## config.mk

```make
export PLATFORM = sky130hd
export DESIGN_NAME = pulse_train_flat
export DESIGN_NICKNAME = d
export VERILOG_FILES = /design/src/rtl/pulse_train_if.sv /design/src/rtl/pulse_train.sv /design/src/flat_wrapper.sv
export SDC_FILE = /design/constraint.sdc
export NUM_CORES = 1
export LEC_CHECK = 0
export BUFFER_PORTS_ARGS = -buffer_cell sky130_fd_sc_hd__buf_2
export CAP_MARGIN = 15
export CORE_MARGIN = 5
export CORE_UTILIZATION = 30
export DETAILED_ROUTE_END_ITERATION = 7
export PLACE_DENSITY = 0.5
export SETUP_SLACK_MARGIN = 0.02
export SLEW_MARGIN = 5
export SYNTH_ARGS = -nofsm -noshare
export SYNTH_HDL_FRONTEND = slang
export SYNTH_SLANG_ARGS = --single-unit
```

## constraint.sdc

```tcl
create_clock -name clock -period 2.65 [get_ports clock]
set_clock_uncertainty 0.2 [all_clocks]
set_input_delay 0.3975 -clock clock [delete_from_list [all_inputs] [get_ports clock]]
set_output_delay 0.3975 -clock clock [all_outputs]
set_load 0.02 [all_outputs]
```

## src/rtl/pulse_train_if.sv

```systemverilog
// Control and status bundle for the pulse_train burst generator.
interface pulse_train_if #(
    parameter int PULSE_COUNT = 4
) ();
    localparam int PSW = $clog2(PULSE_COUNT + 1);

    logic           tick_in;
    logic           start;
    logic           abort;
    logic           pulse;
    logic           busy;
    logic           done;
    logic [PSW-1:0] pulses_sent;

    modport master (
        output tick_in, start, abort,
        input  pulse, busy, done, pulses_sent
    );

    modport slave (
        input  tick_in, start, abort,
        output pulse, busy, done, pulses_sent
    );
endinterface

```

## src/rtl/pulse_train.sv

```systemverilog
// Burst generator timed in divided-tick units: an initial delay, then
// PULSE_COUNT high/low pulses, with start/busy/done control and abort.
module pulse_train #(
    parameter int DELAY_TICKS = 8,
    parameter int HIGH_TICKS  = 2,
    parameter int LOW_TICKS   = 3,
    parameter int PULSE_COUNT = 4
) (
    input logic         clock,
    input logic         reset,
    pulse_train_if.slave bus
);
    localparam int MAX_DH = (DELAY_TICKS > HIGH_TICKS) ? DELAY_TICKS : HIGH_TICKS;
    localparam int MAX_T  = (MAX_DH > LOW_TICKS) ? MAX_DH : LOW_TICKS;
    localparam int CW     = $clog2(MAX_T + 1);
    localparam int PSW    = $clog2(PULSE_COUNT + 1);

    // Counter value on which the closing edge of each phase lands.
    localparam logic [CW-1:0]  D_LAST = CW'((DELAY_TICKS > 0) ? DELAY_TICKS - 1 : 0);
    localparam logic [CW-1:0]  H_LAST = CW'(HIGH_TICKS - 1);
    localparam logic [CW-1:0]  L_LAST = CW'(LOW_TICKS - 1);
    localparam logic [PSW-1:0] P_LAST = PSW'(PULSE_COUNT - 1);

    typedef enum logic [2:0] {IDLE, DELAY, HIGH, LOW, DONE} state_t;

    state_t         state, next_state;
    logic           tick_q;
    logic [CW-1:0]  cnt;
    logic [CW-1:0]  last;
    logic [PSW-1:0] sent;
    logic           pulse_q, busy_q, done_q;
    logic           tick_edge, in_phase, phase_end;

    assign tick_edge = bus.tick_in & ~tick_q;
    // Edges are counted only once the state register is in a timed phase,
    // so an edge coinciding with start acceptance is dropped.
    assign in_phase  = (state == DELAY) || (state == HIGH) || (state == LOW);
    assign phase_end = in_phase && tick_edge && (cnt == last);

    // Select the terminal count of the current phase.
    always_comb begin
        last = L_LAST;
        case (state)
            DELAY:   last = D_LAST;
            HIGH:    last = H_LAST;
            default: last = L_LAST;
        endcase
    end

    // Next-state logic; abort outranks a phase end landing in the same clock.
    always_comb begin
        next_state = state;
        unique case (state)
            IDLE:  if (bus.start && !bus.abort)
                       next_state = (DELAY_TICKS == 0) ? HIGH : DELAY;
            DELAY: if (bus.abort)      next_state = IDLE;
                   else if (phase_end) next_state = HIGH;
            HIGH:  if (bus.abort)      next_state = IDLE;
                   else if (phase_end) next_state = (sent == P_LAST) ? DONE : LOW;
            LOW:   if (bus.abort)      next_state = IDLE;
                   else if (phase_end) next_state = HIGH;
            DONE:  next_state = IDLE;
            default: next_state = IDLE;
        endcase
    end

    // State register.
    always_ff @(posedge clock or posedge reset) begin
        if (reset) state <= IDLE;
        else       state <= next_state;
    end

    // Tick sampling, phase counter and registered outputs.
    always_ff @(posedge clock or posedge reset) begin
        if (reset) begin
            tick_q  <= 1'b0;
            cnt     <= '0;
            sent    <= '0;
            pulse_q <= 1'b0;
            busy_q  <= 1'b0;
            done_q  <= 1'b0;
        end else begin
            tick_q <= bus.tick_in;

            if (next_state != state)       cnt <= '0;
            else if (in_phase && tick_edge) cnt <= cnt + CW'(1);

            pulse_q <= (next_state == HIGH);
            done_q  <= (next_state == DONE);

            // Leaving IDLE opens a burst; any return to IDLE (done or abort) closes it.
            if (state == IDLE && next_state != IDLE) begin
                busy_q <= 1'b1;
                sent   <= '0;
            end else if (next_state == IDLE) begin
                busy_q <= 1'b0;
            end

            if (state == HIGH && phase_end && !bus.abort)
                sent <= sent + PSW'(1);
        end
    end

    assign bus.pulse       = pulse_q;
    assign bus.busy        = busy_q;
    assign bus.done        = done_q;
    assign bus.pulses_sent = sent;
endmodule

```

## src/flat_wrapper.sv

```systemverilog
// flat-port wrapper written by rule: the top's interface ports become plain ports
module pulse_train_flat 
#(
    parameter int DELAY_TICKS = 8,
    parameter int HIGH_TICKS  = 2,
    parameter int LOW_TICKS   = 3,
    parameter int PULSE_COUNT = 4
)
  (clock, reset, bus_tick_in, bus_start, bus_abort, bus_pulse, bus_busy, bus_done, bus_pulses_sent);
  pulse_train_if #(.PULSE_COUNT(PULSE_COUNT)) bus_i ();
  input logic clock;
  input logic reset;
  input wire logic [$bits(bus_i.tick_in)-1:0] bus_tick_in;
  input wire logic [$bits(bus_i.start)-1:0] bus_start;
  input wire logic [$bits(bus_i.abort)-1:0] bus_abort;
  output wire logic [$bits(bus_i.pulse)-1:0] bus_pulse;
  output wire logic [$bits(bus_i.busy)-1:0] bus_busy;
  output wire logic [$bits(bus_i.done)-1:0] bus_done;
  output wire logic [$bits(bus_i.pulses_sent)-1:0] bus_pulses_sent;
  assign bus_i.tick_in = bus_tick_in;
  assign bus_i.start = bus_start;
  assign bus_i.abort = bus_abort;
  assign bus_pulse = bus_i.pulse;
  assign bus_busy = bus_i.busy;
  assign bus_done = bus_i.done;
  assign bus_pulses_sent = bus_i.pulses_sent;
  pulse_train #(.DELAY_TICKS(DELAY_TICKS), .HIGH_TICKS(HIGH_TICKS), .LOW_TICKS(LOW_TICKS), .PULSE_COUNT(PULSE_COUNT)) u_core (.clock(clock), .reset(reset), .bus(bus_i));
endmodule
```

==> metrics.txt <==
# TYPE chip_impl_metric gauge
chip_impl_info{name="outcome",value="complete, no violations"} 1
chip_impl_metric{name="grtUsageMet3",unit="%"} 1.21
chip_impl_info{name="worst-setup-path-type",value="reg2reg"} 1
chip_impl_metric{name="numCtsBuffers",unit=""} 3
chip_impl_metric{name="die_height",unit="microns"} 64.7
chip_impl_metric{name="num-fill-cells",unit=""} 290
chip_impl_metric{name="grt-ovfl-total",unit=""} 0
chip_impl_metric{name="drt-pass1-iter-count",unit=""} 4
chip_impl_info{name="grt_setup_unrepaired",value="no"} 1
chip_impl_metric{name="finalHoldViolCount",unit=""} 0
chip_impl_metric{name="grt_start_max_net_pins",unit=""} 15
chip_impl_metric{name="ant_nets",unit=""} 0
chip_impl_metric{name="setup_total_negative_slack",unit="ns"} 0
chip_impl_metric{name="gpl.final_weighted_congestion",unit=""} 0.809
chip_impl_metric{name="syn_avg_cell_area",unit="sq um"} 10.7
chip_impl_metric{name="tightestPinTransition",unit="ns"} 0.584
chip_impl_metric{name="register_area",unit="sq um"} 350
chip_impl_metric{name="initial_utilization",unit="%"} 32.0
chip_impl_metric{name="layout-drive-gt1-share",unit="%"} 25.0
chip_impl_info{name="yosys_most_used_dff",value="sky130_fd_sc_hd__dfrtp_1"} 1
chip_impl_metric{name="synth-seq-area-share",unit="%"} 39.1
chip_impl_metric{name="synth_edf_count",unit=""} 0
chip_impl_metric{name="detail_route.iter0.violations",unit=""} 5
chip_impl_metric{name="grt_first_pass_wirelength",unit="microns"} 3170
chip_impl_metric{name="cts_repair_resize_count",unit=""} 0
chip_impl_metric{name="post_synth_num_cell_types",unit=""} 37
chip_impl_metric{name="placeableCoreArea",unit="sq um"} 2810
chip_impl_metric{name="globalRouteTotalUtil",unit="%"} 10.1
chip_impl_metric{name="max_clock_freq",unit="MHz"} 472
chip_impl_metric{name="post_drt_wl_per_cell",unit="microns"} 14.4
chip_impl_metric{name="synth-async-reset-ratio",unit="%"} 100
chip_impl_metric{name="post_place_cell_area",unit="sq um"} 960
chip_impl_info{name="cts-root-buf",value="sky130_fd_sc_hd__clkbuf_4"} 1
chip_impl_metric{name="area.growth.synth_to_final",unit="%"} 12.1
chip_impl_metric{name="yosys_register_bits",unit=""} 14
chip_impl_metric{name="cp_max_fo",unit=""} 13
chip_impl_metric{name="placed_cells_incl_taps",unit=""} 122
chip_impl_info{name="cp_endpoint_kind",value="flop"} 1
chip_impl_info{name="cts_tree",value="yes"} 1
chip_impl_metric{name="maxSlewHeadroom",unit="%"} 60.3
chip_impl_metric{name="multi_input_area",unit="sq um"} 502
chip_impl_info{name="crit_path_cell_trace",value="nor3b_4 -> mux2i_2 -> o21ai_2 -> a211oi_1"} 1
chip_impl_metric{name="ctsHtreeMaxLevel",unit=""} 1
chip_impl_metric{name="floorplan.rows",unit=""} 19
chip_impl_metric{name="gr-usage-met2",unit="%"} 17.0
chip_impl_metric{name="via_count_of_the_first_global_routing_pass",unit=""} 692
chip_impl_metric{name="syn_inst_count",unit=""} 84
chip_impl_metric{name="arrival",unit="ns"} 2.12
chip_impl_metric{name="final_routed_drc_violation_total",unit=""} 0
chip_impl_metric{name="design_area",unit="sq um"} 1010
chip_impl_metric{name="power.leakage",unit="nW"} 0.403
chip_impl_metric{name="postSynthNetCount",unit=""} 92
chip_impl_metric{name="yosysWarnings",unit=""} 0
chip_impl_metric{name="insertion_delay",unit="ns"} 0.28
chip_impl_info{name="min-delay-path-class",value="in2reg"} 1
chip_impl_metric{name="dieArea",unit="sq um"} 4180
chip_impl_metric{name="gr-usage-met1",unit="%"} 11.9
chip_impl_info{name="critical_path.slowest_cell",value="sky130_fd_sc_hd__dfrtp_1"} 1
chip_impl_metric{name="period_minus_slack",unit="ns"} 2.12
chip_impl_metric{name="syn_std_cell_area",unit="sq um"} 897
chip_impl_metric{name="powerDensity",unit="nW/um^2"} 434
chip_impl_info{name="critPathLaunchType",value="flop"} 1
chip_impl_metric{name="num_vias",unit=""} 696
chip_impl_metric{name="grt_antenna_before_repair",unit=""} 0
chip_impl_metric{name="cts.reportedPaths.clkPinSlew",unit="ns"} 0.09
chip_impl_metric{name="place_hpwl",unit="microns"} 1410
chip_impl_metric{name="drt_wl_total",unit="microns"} 1830
chip_impl_metric{name="crit_required",unit="ns"} 2.65
chip_impl_metric{name="final_max_slew_viol_count",unit=""} 0
chip_impl_metric{name="cp_slowest_stage_delay",unit="ns"} 0.57
chip_impl_metric{name="buffer_ports.inserted",unit=""} 10
chip_impl_metric{name="setup_violations",unit=""} 0
chip_impl_metric{name="antenna_cells_inserted",unit=""} 0
chip_impl_metric{name="design.final.nets",unit=""} 105
chip_impl_metric{name="cts-root-to-sink-buffers",unit=""} 2
chip_impl_metric{name="timing.max_cap.violations",unit=""} 0
chip_impl_info{name="global_route_layer_with_the_greatest_usage",value="met2"} 1
chip_impl_metric{name="vias_per_cell",unit=""} 5.48
chip_impl_metric{name="final_min_period_over_clock_period",unit="%"} 79.9
chip_impl_metric{name="irDropWorstVdd",unit="mV"} 0.200
chip_impl_metric{name="clock-sinks",unit=""} 14
chip_impl_metric{name="fp.dieW",unit="microns"} 64.7
chip_impl_metric{name="io_count",unit=""} 11
chip_impl_metric{name="post_layout_nonfiller_instances",unit=""} 127
cell usage in the layout (no fill, tap or decap), drive strengths merged, types with 2 or more instances in the layout:
| cell type | n |
|---|---|
| nand3 | 3 |
| inv | 5 |
| nor4 | 4 |
| mux2i | 4 |
| o21ai | 6 |
| a21oi | 6 |
| or2 | 2 |
| nor2 | 3 |
| o31ai | 3 |
| a211oi | 4 |
| clkbuf | 4 |
| ha | 3 |
| nor4b | 2 |
| nand2 | 4 |
| dfrtp | 14 |
| buf | 10 |
| xnor2 | 4 |
| nand2b | 3 |
timing repair:
action | in CTS | in global routing
hold endpoints to repair | 14 | 0
hold buffers | 1 | 0
setup buffers | 0 | 0
per-layer routing:
layer	routed length, microns	share of wire [%]
met5	0	0
met3	70	3.8
met2	904	49
met4	59	3.2
met1	799	44
cell families (layout without fill, tap and decap cells):
| family | count (synthesis) | count (layout) | synth area share, % |
|---|---|---|---|
| adder cells (fa/ha/maj) | 3 | 3 | 4.18 |
| flip-flops | 14 | 14 | 39.1 |
| AO/OA/AOI/OAI | 23 | 23 | 19.5 |
| buffers and inverters | 8 | 20 | 5.02 |
| AND/OR/NAND/NOR | 28 | 28 | 23.4 |
| multiplexers | 4 | 4 | 4.88 |
| XOR/XNOR | 4 | 4 | 3.90 |
critical path: cells and delay by family, from the launching register on:
family          cells  cell delay (ns)
compound gates      2             0.42
flops               1             0.57
mux                 1             0.56
simple gates        1             0.28
through the flow:
stage / setup WS [ns] / utilization, % / total power, W / hold WS, ns
final: 0.532 / 35.9 / 0.000437 / 0.0497
after global routing: 0.359 / 35.9 / 0.000465 / 0.0394
after CTS: 0.542 / 35.9 / 0.000445 / 0.0422
after detailed placement: 0.552 / 34.2 / 0.000285 / 0.285
after global placement: 0.600 / 34.2 / 0.000284 / 0.267
after floorplan: 0.839 / - / 0.000271 / 0.0867
Yosys cell counts (all sizes together) (2+ instances only):
cell type / number / area (sq um)
a211oi: 4 / 30.0
a21oi: 6 / 30.0
buf: 3 / 26.3
dfrtp: 14 / 350
ha: 3 / 37.5
inv: 5 / 18.8
mux2i: 4 / 43.8
nand2: 4 / 15.0
nand2b: 3 / 18.8
nand3: 3 / 15.0
nor2: 3 / 11.3
nor4: 4 / 40.0
nor4b: 2 / 32.5
o21ai: 6 / 33.8
o31ai: 3 / 41.3
or2: 2 / 15.0
xnor2: 4 / 35.0
worst paths after layout:
check / from / to / slack (ns) / depth (start not counted)
worst max-delay path: u_core.state[0]$_DFF_PP0_ / u_core.cnt[3]$_DFFE_PP0P_ / 0.53 / 4
worst max register to register: u_core.state[0]$_DFF_PP0_ / u_core.cnt[3]$_DFFE_PP0P_ / 0.53 / 4
max in group asynchronous: reset / u_core.state[2]$_DFF_PP0_ / 1.39 / 3
worst min register to register: u_core.bus.busy$_DFFE_PP0P_ / u_core.bus.busy$_DFFE_PP0P_ / 0.34 / 2
min in group asynchronous: reset / u_core.cnt[3]$_DFFE_PP0P_ / 0.50 / 3
worst min-delay path: bus_tick_in / u_core.tick_q$_DFF_PP0_ / 0.05 / 1
flip-flops by register name (all words and copies together), names as in the netlist:
name                    flops
u_core.state                3
u_core.bus.done             1
u_core.cnt                  4
u_core.tick_q               1
u_core.bus.pulses_sent      3
u_core.bus.busy             1
u_core.bus.pulse            1
layout make-up:
class,instances,area share (%)
well taps,31,3.86
repair buffers,11,5.97
multi-input cells,62,49.9
inverters,5,1.87
clock buffers,4,3.61
flip-flops and latches,14,34.8
power by group:
| part | internal [W] | switching, W | leakage (nW) |
|---|---|---|---|
| logic | 0.0000223 | 0.0000292 | 0.191 |
| registers | 0.000219 | 0.0000102 | 0.190 |
| clock network | 0.0000837 | 0.0000723 | 0.0210 |
Note: power is estimated with default switching activity, not from simulation.
